==> src/rtl/binary_div_pkg.sv <==
// binary_div_pkg: widths, state encoding and constants for the 12/6 unsigned divider
package binary_div_pkg;
  localparam int DIVIDEND_W = 12;
  localparam int DIVISOR_W  = 6;
  localparam int CNT_W      = 4;
  localparam logic [DIVIDEND_W-1:0] DZ_QUOT = 12'hFFF;
  typedef enum logic [1:0] {IDLE, CALC, DONE} div_state_t;
endpackage

==> src/rtl/binary_div_12_6_uni_if.sv <==
// binary_div_12_6_uni_if: request/response handshake bundle for the divider
interface binary_div_12_6_uni_if;
  import binary_div_pkg::*;
  logic                  in_valid;
  logic                  in_ready;
  logic [DIVIDEND_W-1:0] P;
  logic [DIVISOR_W-1:0]  B;
  logic                  out_valid;
  logic                  out_ready;
  logic [DIVIDEND_W-1:0] Q;
  logic [DIVISOR_W-1:0]  R;
  logic                  dz;
  modport master (output in_valid, P, B, out_ready, input in_ready, out_valid, Q, R, dz);
  modport slave  (input in_valid, P, B, out_ready, output in_ready, out_valid, Q, R, dz);
endinterface

==> src/rtl/binary_div_step.sv <==
// binary_div_step: one combinational restoring-division step
module binary_div_step
  import binary_div_pkg::*;
(
  input  logic [DIVISOR_W-1:0] rem,
  input  logic                 din,
  input  logic [DIVISOR_W-1:0] divisor,
  output logic [DIVISOR_W-1:0] rem_n,
  output logic                 q
);
  logic [DIVISOR_W:0] rem7;
  assign rem7  = {rem, din};
  assign q     = rem7 >= {1'b0, divisor};
  // remainder stays below the divisor, so it always fits back into 6 bits
  assign rem_n = DIVISOR_W'(q ? rem7 - {1'b0, divisor} : rem7);
endmodule

==> src/rtl/binary_div_12_6_uni.sv <==
// binary_div_12_6_uni: sequential restoring divider, one quotient bit per enabled clock
module binary_div_12_6_uni
  import binary_div_pkg::*;
(
  input  logic                 clk,
  input  logic                 rst,
  input  logic                 en,
  binary_div_12_6_uni_if.slave bus
);
  div_state_t            state;
  logic [CNT_W-1:0]      cnt;
  logic [DIVIDEND_W-1:0] dvd;
  logic [DIVISOR_W-1:0]  dsr;
  logic [DIVISOR_W-1:0]  rem;
  logic [DIVISOR_W-1:0]  rem_n;
  logic [DIVIDEND_W-2:0] quot;
  logic                  qbit;
  assign bus.in_ready = (state == IDLE) & en & ~rst;
  binary_div_step u_step (
    .rem    (rem),
    .din    (dvd[DIVIDEND_W-1]),
    .divisor(dsr),
    .rem_n  (rem_n),
    .q      (qbit)
  );
  always_ff @(posedge clk) begin
    if (rst) begin
      state         <= IDLE;
      cnt           <= '0;
      dvd           <= '0;
      dsr           <= '0;
      rem           <= '0;
      quot          <= '0;
      bus.Q         <= '0;
      bus.R         <= '0;
      bus.dz        <= 1'b0;
      bus.out_valid <= 1'b0;
    end else if (en) begin
      case (state)
        IDLE: if (bus.in_valid) begin
          dvd  <= bus.P;
          dsr  <= bus.B;
          rem  <= '0;
          quot <= '0;
          cnt  <= CNT_W'(DIVIDEND_W - 1);
          if (bus.B == '0) begin
            state         <= DONE;
            bus.Q         <= DZ_QUOT;
            bus.R         <= '0;
            bus.dz        <= 1'b1;
            bus.out_valid <= 1'b1;
          end else begin
            state <= CALC;
          end
        end
        CALC: begin
          dvd  <= {dvd[DIVIDEND_W-2:0], 1'b0};
          rem  <= rem_n;
          quot <= {quot[DIVIDEND_W-3:0], qbit};
          cnt  <= cnt - 1'b1;
          if (cnt == '0) begin
            state         <= DONE;
            bus.Q         <= {quot, qbit};
            bus.R         <= rem_n;
            bus.dz        <= 1'b0;
            bus.out_valid <= 1'b1;
          end
        end
        DONE: if (bus.out_ready) begin
          state         <= IDLE;
          bus.out_valid <= 1'b0;
        end
        default: state <= IDLE;
      endcase
    end
  end
endmodule

==> src/flat_wrapper.sv <==
// flat-port wrapper written by rule: the top's interface ports become plain ports
module binary_div_12_6_uni_flat import binary_div_pkg::*;
  (clk, rst, en, bus_in_valid, bus_P, bus_B, bus_out_ready, bus_in_ready, bus_out_valid, bus_Q, bus_R, bus_dz);
  binary_div_12_6_uni_if bus_i ();
  input  logic clk;
  input  logic rst;
  input  logic en;
  input wire logic [$bits(bus_i.in_valid)-1:0] bus_in_valid;
  input wire logic [$bits(bus_i.P)-1:0] bus_P;
  input wire logic [$bits(bus_i.B)-1:0] bus_B;
  input wire logic [$bits(bus_i.out_ready)-1:0] bus_out_ready;
  output wire logic [$bits(bus_i.in_ready)-1:0] bus_in_ready;
  output wire logic [$bits(bus_i.out_valid)-1:0] bus_out_valid;
  output wire logic [$bits(bus_i.Q)-1:0] bus_Q;
  output wire logic [$bits(bus_i.R)-1:0] bus_R;
  output wire logic [$bits(bus_i.dz)-1:0] bus_dz;
  assign bus_i.in_valid = bus_in_valid;
  assign bus_i.P = bus_P;
  assign bus_i.B = bus_B;
  assign bus_i.out_ready = bus_out_ready;
  assign bus_in_ready = bus_i.in_ready;
  assign bus_out_valid = bus_i.out_valid;
  assign bus_Q = bus_i.Q;
  assign bus_R = bus_i.R;
  assign bus_dz = bus_i.dz;
  binary_div_12_6_uni u_core (.clk(clk), .rst(rst), .en(en), .bus(bus_i));
endmodule
==> config.mk <==
export PLATFORM = sky130hd
export DESIGN_NAME = binary_div_12_6_uni_flat
export DESIGN_NICKNAME = d
export VERILOG_FILES = /design/src/rtl/binary_div_pkg.sv /design/src/rtl/binary_div_12_6_uni_if.sv /design/src/rtl/binary_div_step.sv /design/src/rtl/binary_div_12_6_uni.sv /design/src/flat_wrapper.sv
export SDC_FILE = /design/constraint.sdc
export NUM_CORES = 1
export LEC_CHECK = 0
export CAP_MARGIN = 20
export CORE_ASPECT_RATIO = 0.7
export CORE_MARGIN = 5
export CORE_UTILIZATION = 35
export DETAILED_ROUTE_END_ITERATION = 12
export SYNTH_ARGS = -nofsm -noshare
export SYNTH_HDL_FRONTEND = slang
export SYNTH_SLANG_ARGS = --single-unit
==> constraint.sdc <==
create_clock -name clk -period 3.2 [get_ports clk]
set_clock_uncertainty 0.05 [all_clocks]
set_input_delay 0.48 -clock clk [delete_from_list [all_inputs] [get_ports clk]]
set_output_delay 0.48 -clock clk [all_outputs]
set_load 0.02 [all_outputs]
; Word-level counts from Yosys, hierarchy flattened
; Index checks and enable logic that the tools add are counted.
[op_classes]
n_addsub = 2
n_mul = 0
div = 0
n_lt_le_gt_ge = 1
eq_ne = 6
n_shift = 0
muxes = 29
bitwise_logic = 3
reduce_logical = 10
[op_table]
columns = operator, count
row1 = 12-bit 2-to-1 mux, 4
row2 = 12-bit one-hot mux with 2 select lines, 2
row3 = 6-bit 2-to-1 mux, 5
row4 = 6-bit one-hot mux with 2 select lines, 2
row5 = 11-bit one-hot mux with 2 select lines, 1
row6 = 11-bit 2-to-1 mux, 1
row7 = 2-bit 2-to-1 mux, 4
row8 = 4-bit one-hot mux with 2 select lines, 1
row9 = 7-bit by 6-bit >= comparator with 1-bit output, 1
row10 = 6-bit zero test, 1
row11 = "2-bit != test, second input constant", 3
row12 = 2-bit one-hot mux with 3 select lines, 1
row13 = 3-bit AND reduction, 2
row14 = 6-bit AND reduction, 1
row15 = 6-bit subtractor, 1
row16 = 1-bit 2-to-1 mux, 5
row17 = 5-bit AND reduction, 1
row18 = 4-bit zero test, 1
row19 = 4-bit 2-to-1 mux, 1
row20 = 4-bit AND reduction, 1
row21 = "4-bit by 1-bit subtractor with 4-bit output, second input constant", 1
row22 = 1-bit one-hot mux with 3 select lines, 1
row23 = 3-bit nonzero test, 1
row24 = 1-bit AND, 2
row25 = 7 further kinds, 7
[totals]
register_bits = 61
latchBits = 0
mem_bits_rw = 0
romBits = 0
input_bits = 23
word_cells = 61
mem_count = 0

; Depth between registers and ports, before layout
; Gate-level depths: netlist of the first run.
[depth]
word_depth = 4
mapped_depth = 9

; Cells and area by module
; Synthesis of the first run repeated with hierarchy kept, for this count alone.
[unflattened]
cells_unflattened = 315
hier_area_um2 = 2999.1
[modules_own_cells]
columns = mod, instances, cells_each, area_per_inst_um2, seq_area_each_um2
row1 = binary_div_12_6_uni, 1, 270, 2617.5, 1221.2
row2 = binary_div_step, 1, 45, 381.6, 0.0

; Worst setup path after synthesis of the first run
; No wires, ideal clock.
[synth_path]
kind = in2reg
from = in bus_B[0]
to = reg u_core.bus.Q[10]
setup_time_ns = 0.149
t_arrival_ns = 2.052
required_ns = 3.001
setup_slack_ns = 0.950
path_stages = 6
n_path_buf = 2
path_cell_list = or4_4 > or4_4 > a21oi_4 > buf_6 > buf_8 > a311oi_2
[synth_between]
elab_chain_len = 3
[synth_rtl]
columns = element, line
row1 = "start, declared", flat_wrapper.sv:10  ; input wire logic [$bits(bus_i.B)-1:0] bus_B;
row2 = 6-bit zero test, binary_div_12_6_uni.sv:46  ; if (bus.B == '0) begin
row3 = 2-bit != test (no line), --
row4 = 5-bit AND reduction (no line), --
row5 = "end signal, assigned", binary_div_12_6_uni.sv:63  ; bus.Q <= {quot, qbit};
row6 = "end, declared", binary_div_12_6_uni_if.sv:14  ; modport slave (input in_valid, P, B, out_ready, output in_ready, out_valid, Q, R, dz);
; Every way passes these cells.
; A chain may end at the register's enable or synchronous reset.

; Worst setup path after layout of the first run
[layout_path]
from = in en
to = out bus_in_ready
[layout_between]
elab_chain_len = 2
[layout_rtl]
columns = element, line
row1 = "start, declared", flat_wrapper.sv:7  ; input logic en;
row2 = 1-bit AND (2 in series), binary_div_12_6_uni.sv:18  ; assign bus.in_ready = (state == IDLE) & en & ~rst;
row3 = "end, declared", flat_wrapper.sv:12  ; output wire logic [$bits(bus_i.in_ready)-1:0] bus_in_ready;
; Every way passes these cells.

==> impl_metrics.csv, run 1 <==
group,metric,value,unit
layout,multi_input_area,1410,um^2
power,p_int,1.50,mW
critical_path,cp_slowest_stage_delay,660,ps
timing,worstMarginPinSlew,609,ps
timing,fin_crit_sh,81.8,%
synth,synth_flop_cell,"dfxtp_1",
route,first_iter_violations,94,
layout,fin_nets,377,
cts,numCtsBuffers,9,
power,swShare,26.9,%
timing,fmax,382,MHz
floorplanning,placeableCoreArea,7840,um^2
worst_hold_path,hold_class,"flip-flop to flip-flop",
cts,insertion_delay,330,ps
cts,clockRootBuffer,"clkbuf_16",
critical_path,arrival,2090,ps
floorplanning,ios,44,
power,p_clk_share,42.9,%
critical_path,crit_chain,"clkdlybuf4s50_1 -> nand2b_1 -> nor3_1 -> clkdlybuf4s50_1",
timing,min_period,2620,ps
timing,finalSetupTns,0,ps
timing,rsz0062_at_grt,"no",
cts,cts_hold_buffers,0,
critical_path,critPathLaunchType,"primary input",
critical_path,cp_num_buf_inv,2,
grt,antenna_found_initial,0,
route,ant_nets,0,
synth,synth_edf_count,0,
cts,htree_levels,3,
layout,fill_cells,774,
power,p_sw,0.552,mW
cts,max-clock-path-buffers,2,
timing,final-hold-violation-count,0,
power,ir_drop,0.238,mV
status,status,"complete, no violations",
floorplanning,die_y,85.0,um
layout,num_antenna_cells,0,
grt,grt_overflow,0,
critical_path,reg2regPathDepth,8,
route,via_per_inst,4.98,
synth,avgSynthCellArea,9.27,um^2
synth,synthTopCellsByCount,"61 x dfxtp_1, 45 x nor2_1, 22 x inv_1",
timing,finalSetupViolCount,0,
cts,cts_resized,0,
critical_path,worstSetupPathType,"primary input to output pin",
timing,fin_hold_ws,403,ps
worst_hold_path,hold_depth,2,
synth,synth_nets,335,
grt,grt_pass1_wl,10900,um
synth,netlist_instances,303,
critical_path,r2r-end,"u_core.rem[5]",
critical_path,timing.rr.start,"u_core.dsr[2]",
power,total_power,2.05,mW
cts,clock_sinks,61,
critical_path,r2r_slack,980,ps
place,place_hpwl,4430,um
synth,ys_types,45,
synth,async_flop_share,0,%
route,vias,2248,
floorplanning,rows,27,
critical_path,endpoint_kind,"output pin",
layout,area_growth,28.4,%
power,comb_power_share,16.9,%
cts,post_cts_buffers,0,
synth,ys_warn_count,0,
flow_run,cap_violations,0,
floorplanning,die_area,9950,um^2
route,drc,0,
route,drtPass1Iterations,5,
timing,max-slew-margin-rel,59.4,%
synth,yosysMostFrequentCell,"dfxtp_1",
synth,netlist_area,2810,um^2
grt,first_global_vias,2178,
power,p_seq_share,40.3,%
worst_hold_path,min_from,"u_core.dsr[1]",
worst_hold_path,hold_path_end,"u_core.dsr[1]",
grt,grt_usage,13.9,%
grt,grt_max_degree,54,
synth,ys_seq_area_share,43.5,%
critical_path,required,2670,ps
route,wire_per_inst,14.1,um
layout,final-seq-area,1220,um^2
cts,cts_tree,"yes",
place,port_buffers,43,
synth,yosysTopAreaCell,"dfxtp_1",
power,p_leak,1.33,nW
layout,drive_above_1_share,13.7,%
critical_path,cpMostUsedCell,"clkdlybuf4s50_1",
power,power_density,568,nW/um^2
route,routed_wl,6360,um
critical_path,critPathSlowestCell,"clkdlybuf4s50_1",
synth,synth_top_area_share,43.5,%
critical_path,crit_path_max_fanout,5,
synth,synth-seq-cells,61,
floorplanning,start_util,35.9,%
timing,slew_violations,0,
critical_path,cpLargestDelayFamily,"buffers and inverters",
place,gp_congestion,0.790,
synth,synthTopCellsByArea,"dfxtp_1 43%, nor2_1 6.0%, a311oi_2 5.9%",
floorplanning,die_w,117,um
cts,clk_pin_slew,50,ps
[area by class of cell]
type / instances / share of cell area, %
Timing Repair Buffer: 50 / 13.6
Clock inverter: 6 / 1.08
Multi-Input combinational cell: 201 / 39.1
Clock buffer: 10 / 6.63
Sequential cell: 61 / 33.9
Inverter: 22 / 2.29
Tap cell: 101 / 3.50
[metrics by stage]
stage / utilization (%) / setup WS [ps] / cells / instance area, um^2
floorplan: - / 950 / 303 / 2810
global placement: 42.5 / 312 / 435 / 3330
detailed placement: 42.5 / 274 / 435 / 3330
CTS: 46.0 / 552 / 451 / 3610
global route: 46.0 / 505 / 451 / 3610
finish: 46.0 / 581 / 451 / 3610
[tightest hold or removal path: cells and delay by family (launching register included)]
kind	cells	cell delay (ps)
DFF	1	300
AOI/OAI and AO/OA	1	50
and+or+nand+nor	1	50
[cells in the final DEF, fill, tap and decap left out, types with 4 or more instances in the layout]
cell type,count
nand2b_1,5
a311oi_2,11
nand2_1,21
clkbuf_16,9
clkdlybuf4s50_1,42
buf_4,6
nor2_1,45
mux2i_1,16
a21oi_1,10
nor2_2,4
inv_1,22
dfxtp_1,61
o21ai_0,9
ha_1,8
a22oi_1,12
a211oi_1,12
o2bb2ai_1,6
[layer usage]
metal / vias to the layer above / routed length, um / global-route usage (%)
met3: 2 / 371 / 5.13
met1: 1039 / 3330 / 20.5
met4: 0 / 29 / 4.06
li1: 1155 / - / -
met2: 52 / 2630 / 18.6
met5: - / 0 / 0
[power by group through the flow]
stage	combinational, mW	clock [mW]	sequential, mW
2_1_floorplan	0.225	0	0.848
3_3_place_gp	0.344	0	0.840
3_5_place_dp	0.347	0	0.841
4_1_cts	0.349	0.898	0.825
5_1_grt	0.385	0.935	0.830
6_report	0.346	0.879	0.825
[worst max-delay path by stage]
stage,depth (start not counted),slack [ps],to,startpoint
global route,4,510,bus_in_ready,en
floorplan,6,950,u_core.bus.Q[10],bus_B[0]
CTS,4,550,bus_in_ready,en
finish,4,580,bus_in_ready,en
global placement,7,310,u_core.bus.R[1],bus_B[0]
detailed placement,7,270,u_core.bus.R[5],bus_B[0]
[registers in the layout, indices dropped and copies added, names as in the netlist]
name                  count
u_core.bus.Q             12
u_core.bus.R              6
u_core.bus.dz             1
u_core.bus.out_valid      1
u_core.cnt                4
u_core.dsr                6
u_core.dvd               12
u_core.quot              11
u_core.rem                6
u_core.state              2
[cells by family after synthesis]
group	Yosys count	share of synthesized area, %
fa+ha+maj	9	4.27
flops	61	43.5
simple gates	92	15.0
xor+xnor	5	1.56
buf+inv	41	6.41
mux	18	6.50
compound gates	77	22.8
No activity file was read; power rests on OpenSTA's default activity.
==> inputs of run 2 (changes only) <==
- clock period: 3.2 -> 2.3 ns (I/O delays scaled with it)
==> run 2 against run 1 <==
  * Via count increased by 4.0%
  * Die area stayed put
  * Worst setup slack got worse by 530 ps
  * Critical path depth is 4 higher
  * First-iteration DRC count up 2.1%
  * Combinational power grew 54%
  * Non-clock buffer count increased by 17
  * Count of clock-buffer cells in the layout rose by 2
==> impl_metrics.csv, run 2 (synthesized netlist as in run 1, its figures left out) <==
group,metric,value,unit
timing,rsz0062_at_grt,"no",
timing,fin_crit_sh,97.7,%
layout,final-seq-area,1220,um^2
cts,clock_sinks,61,
layout,reg.largest.list,"u_core.bus.Q: 12 flops, u_core.dvd: 12 flops, u_core.quot: 11 flops",
timing,slew_violations,0,
floorplanning,rows,27,
route,routed_wl,6940,um
layout,post-route-cell-area,3860,um^2
grt,first_global_vias,2288,
route,drtPass1Iterations,4,
route,drc,0,
timing,max-slew-margin-rel,59.9,%
status,status,"complete, no violations",
power,power_density,814,nW/um^2
layout,final_common_cell,"dfxtp_1",
timing,finalSetupViolCount,0,
grt,grt_max_degree,53,
critical_path,arrival,2370,ps
place,place_hpwl,4650,um
timing,finalSetupTns,0,ps
layout,area_growth,37.3,%
timing,final-hold-violation-count,0,
place,placed_area,3420,um^2
critical_path,critPathLaunchType,"primary input",
floorplanning,ios,44,
timing,min_period,2250,ps
floorplanning,die_area,9950,um^2
route,first_iter_violations,96,
route,vias,2339,
cts,cts_tree,"yes",
timing,worstMarginPinSlew,602,ps
flow_run,cap_violations,0,
route,wire_per_inst,14.8,um
critical_path,r2r_slack,320,ps
layout,fill_cells,750,
grt,grt_overflow,0,
floorplanning,die_w,117,um
cts,clockRootBuffer,"clkbuf_16",
floorplanning,start_util,35.9,%
cts,max-clock-path-buffers,2,
layout,instances_no_fill,468,
worst_hold_path,hold_class,"primary input to flip-flop",
place,placedCellCount,446,
layout,layout_common_cells,"61 x dfxtp_1, 45 x nor2_1, 38 x clkdlybuf4s50_1",
cts,insertion_delay,320,ps
floorplanning,die_y,85.0,um
layout,multi_input_area,1410,um^2
layout,num_antenna_cells,0,
layout,fin_nets,394,
timing,fin_hold_ws,277,ps
grt,grt_pass1_wl,11600,um
critical_path,endpoint_kind,"flip-flop",
place,port_buffers,43,
cts,htree_levels,3,
power,p_leak,1.48,nW
floorplanning,placeableCoreArea,7840,um^2
grt,grt_usage,14.7,%
cts,numCtsBuffers,9,
critical_path,crit_path_max_fanout,7,
grt,antenna_found_initial,0,
critical_path,required,2420,ps
critical_path,worstSetupPathType,"primary input to flip-flop",
cts,clk_pin_slew,50,ps
timing,fmax,445,MHz
layout,drive_above_1_share,17.4,%
route,ant_nets,0,
place,gp_congestion,0.803,
power,total_power,3.14,mW
route,via_per_inst,5.00,
power,ir_drop,0.484,mV
## run 2: cell type report
type	instances	share of cell area (%)
multi-input combinational	201	36.5
timing repair buffer	67	18.0
clock inverter	4	1.82
clock buffer	12	6.65
sequential	61	31.6
tap	101	3.27
inverter	22	2.14
## run 2: per-stage QoR
| step | utilization, % | worst slack, ps |
|---|---|---|
| finish | 49.2 | 53.2 |
| global route | 49.2 | 2.28 |
| detailed placement | 43.7 | -463 |
| CTS | 49.6 | 43.8 |
| floorplan | - | 185 |
| global placement | 43.7 | -345 |
## run 2: what timing repair did
| action | CTS | global route |
|---|---|---|
| endpoints found under the setup margin | 15 | 4 |
| gates cloned | 3 | 0 |
| hold buffers | 0 | 0 |
| buffers inserted | 4 | 0 |
| pin swaps | 3 | 7 |
| resized for setup | 9 | 1 |
## run 2: report_power, final
| group | switching, mW | total (mW) | leakage (nW) | internal (mW) |
|---|---|---|---|---|
| Sequential | 0.0360 | 1.15 | 0.496 | 1.11 |
| Combinational | 0.275 | 0.533 | 0.824 | 0.258 |
| Clock | 0.453 | 1.46 | 0.163 | 1.00 |
## run 2: worst paths after layout
path | startpoint | to | depth (start not counted)
worst max-delay path | bus_B[3] | u_core.bus.Q[4] | 8
worst min-delay path | bus_B[0] | u_core.dsr[0] | 3
worst min register to register | u_core.dsr[5] | u_core.dsr[5] | 2
worst max register to register | u_core.dsr[4] | u_core.rem[0] | 8
## run 2: metal layers
metal | vias to the layer above | wire (um) | global-route usage [%]
li1 | 1185 | - | -
met1 | 1083 | 3490 | 21.4
met5 | - | 0 | 0
met3 | 2 | 449 | 5.27
met4 | 0 | 24 | 3.44
met2 | 69 | 2980 | 20.7
## run 2: worst max-delay path: stages
cell	delay (ps)
dlygate4sd2_1	250
or4_4	550
or4_4	520
a21oi_4	220
buf_12	130
buf_6	120
buf_16	130
a311oi_2	100
==> RTL edit, RTL diff (config.mk and constraints of run 2) <==
`CNT_W`: 4 -> 3.
--- a/src/rtl/binary_div_pkg.sv
+++ b/src/rtl/binary_div_pkg.sv
@@ -3,5 +3,5 @@
   localparam int DIVIDEND_W = 12;
   localparam int DIVISOR_W  = 6;
-  localparam int CNT_W      = 4;
+  localparam int CNT_W      = 3;
   localparam logic [DIVIDEND_W-1:0] DZ_QUOT = 12'hFFF;
   typedef enum logic [1:0] {IDLE, CALC, DONE} div_state_t;
Check against the original RTL: not equivalent (a bounded check fails within 10 cycles, from zero or initial values and one cycle with rst high).
==> RTL edit against run 2 <==
  * Area after synthesis shrank 4.2%
  * Clock power shrank 34%
  * Worst hold slack better by 0.14 ns
  * Setup slack better by 0.095 ns
  * Power down 18%
  * Sequential cell count decreased by 1
  * Wire length is 0.45% higher
  * Final area shrank 8.3%
  * Critical path type is now reg -> reg
  * First-iteration DRC count grew 56%
==> RTL edit: results (changes against run 2) <==
* Area after DPL at 3320 um2 (was 3420 um2)
* Headroom to the max-slew limit at 58.0% (was 59.9%)
* Met2 layer usage reported by global route at 21.3% (was 20.7%)
* Seq pwr share at 43.5% (was 36.6%)
* Power density cells at 732 nW/um2 (was 814 nW/um2)
* Global routing met1 resource utilization at 21.2% (was 21.4%)
* Area contributors post-synth: dfxtp_1 45%, nor2_1 8.4%, nand2_1 4.3% (was dfxtp_1 43%, nor2_1 6.0%, a311oi_2 5.9%)
* Number of global-route vias before repair at 2,317 (was 2,288)
* Hold_ws at 0.420 ns (was 0.277 ns)
* Overall Global Routing Usage at 15.0% (was 14.7%)
* Non-clk buf share at 16.9% (was 18.0%)
* Reg area at 1200 um2 (was 1220 um2)
* Crit-path slowest cell: fa_2 (was or4_4)
* Detailed placement HPWL at 4880 um (was 4650 um)
* Met3 WL at 354 um (was 449 um)
* Avg Cell Area, Syn at 8.60 um2 (was 9.27 um2)
* Core area at 7380 um2 (was 7840 um2)
* Peak Freq at 0.465 GHz (was 0.445 GHz)
* CTS root buf: clkbuf_8 (was clkbuf_16)
* Synth cell types at 53 (was 45)
* CP top delay family: compound AO/OA/AOI/OAI gates (was simple AND/OR/NAND/NOR gates)
* WL/cell at 15.0 um (was 14.8 um)
* Wire length of the first global-routing pass at 11,400 um (was 11,600 um)
* VDD IR max at 0.326 mV (was 0.484 mV)
* #MultiIn Comb at 218 (was 201)
* Adder-cell share of the synthesized area at 4.46% (was 4.27%)
* Fraction of area in multi-input gates at 38.8% (was 36.5%)
* CP max stage delay at 0.36 ns (was 0.55 ns)
* Leak Pwr at 0.00133 uW (was 0.00148 uW)
* Fraction of layout cells with a size suffix above 1 at 15.5% (was 17.4%)
* Fill cells at 730 (was 750)
* Reg-to-reg setup timing slack at 0.15 ns (was 0.32 ns)
* Clock-cell share of area at 5.73% (was 8.46%)
* Design Area, Final at 3540 um2 (was 3860 um2)
* Synth Net Count at 345 (was 335)
* Met2 WL at 2940 um (was 2980 um)
* Clock Latency Late Sink at 0.34 ns (was 0.32 ns)
* Post-synthesis sequential area ratio at 44.6% (was 43.5%)
* DRT Wirelength at 6970 um (was 6940 um)
* Synth Area in Compound Gates at 23.2% (was 22.8%)
* Xor/xnor cell area share of the yosys netlist at 0.651% (was 1.56%)
* Met3 usage at 5.01% (was 5.27%)
* Signal buffers at 63 (was 67)
* Status: finished clean (unchanged)
* Initial DRC Count at 150 (was 96)
* Worst path arrival time at 2.29 ns (was 2.37 ns)
* CTS resizes at 2 (was 9)
* Detailed-route via count at 2,410 (was 2,339)
* Pin count of the biggest net entering global routing at 60 (was 53)
* Global placer's final weighted congestion at 0.815 (was 0.803)
* Synth cell count leaders: 60 x dfxtp_1, 60 x nor2_1, 31 x nand2_1 (was 61 x dfxtp_1, 45 x nor2_1, 22 x inv_1)
* Placed cell count at 450 (was 446)
RTL edit: cell types whose count changed after synthesis, sizes merged, moves of 5 or more:
| cell | before | now |
|---|---|---|
| mux2i | 16 | 5 |
| clkbuf | 14 | 19 |
| nand2 | 21 | 31 |
| nor2 | 49 | 62 |
| a211oi | 14 | 7 |
| inv | 22 | 11 |
| o22ai | 1 | 12 |
RTL edit: final timing paths:
check             depth (start not counted)                          to                   startpoint
setup / recovery                          9  u_core.rem[4]$_SDFFE_PP0P_  u_core.dvd[11]$_SDFFE_PP0P_
hold / removal                            1  u_core.cnt[0]$_SDFFE_PP0P_   u_core.cnt[0]$_SDFFE_PP0P_
setup reg to reg                          9  u_core.rem[4]$_SDFFE_PP0P_  u_core.dvd[11]$_SDFFE_PP0P_
hold reg to reg                           1  u_core.cnt[0]$_SDFFE_PP0P_   u_core.cnt[0]$_SDFFE_PP0P_
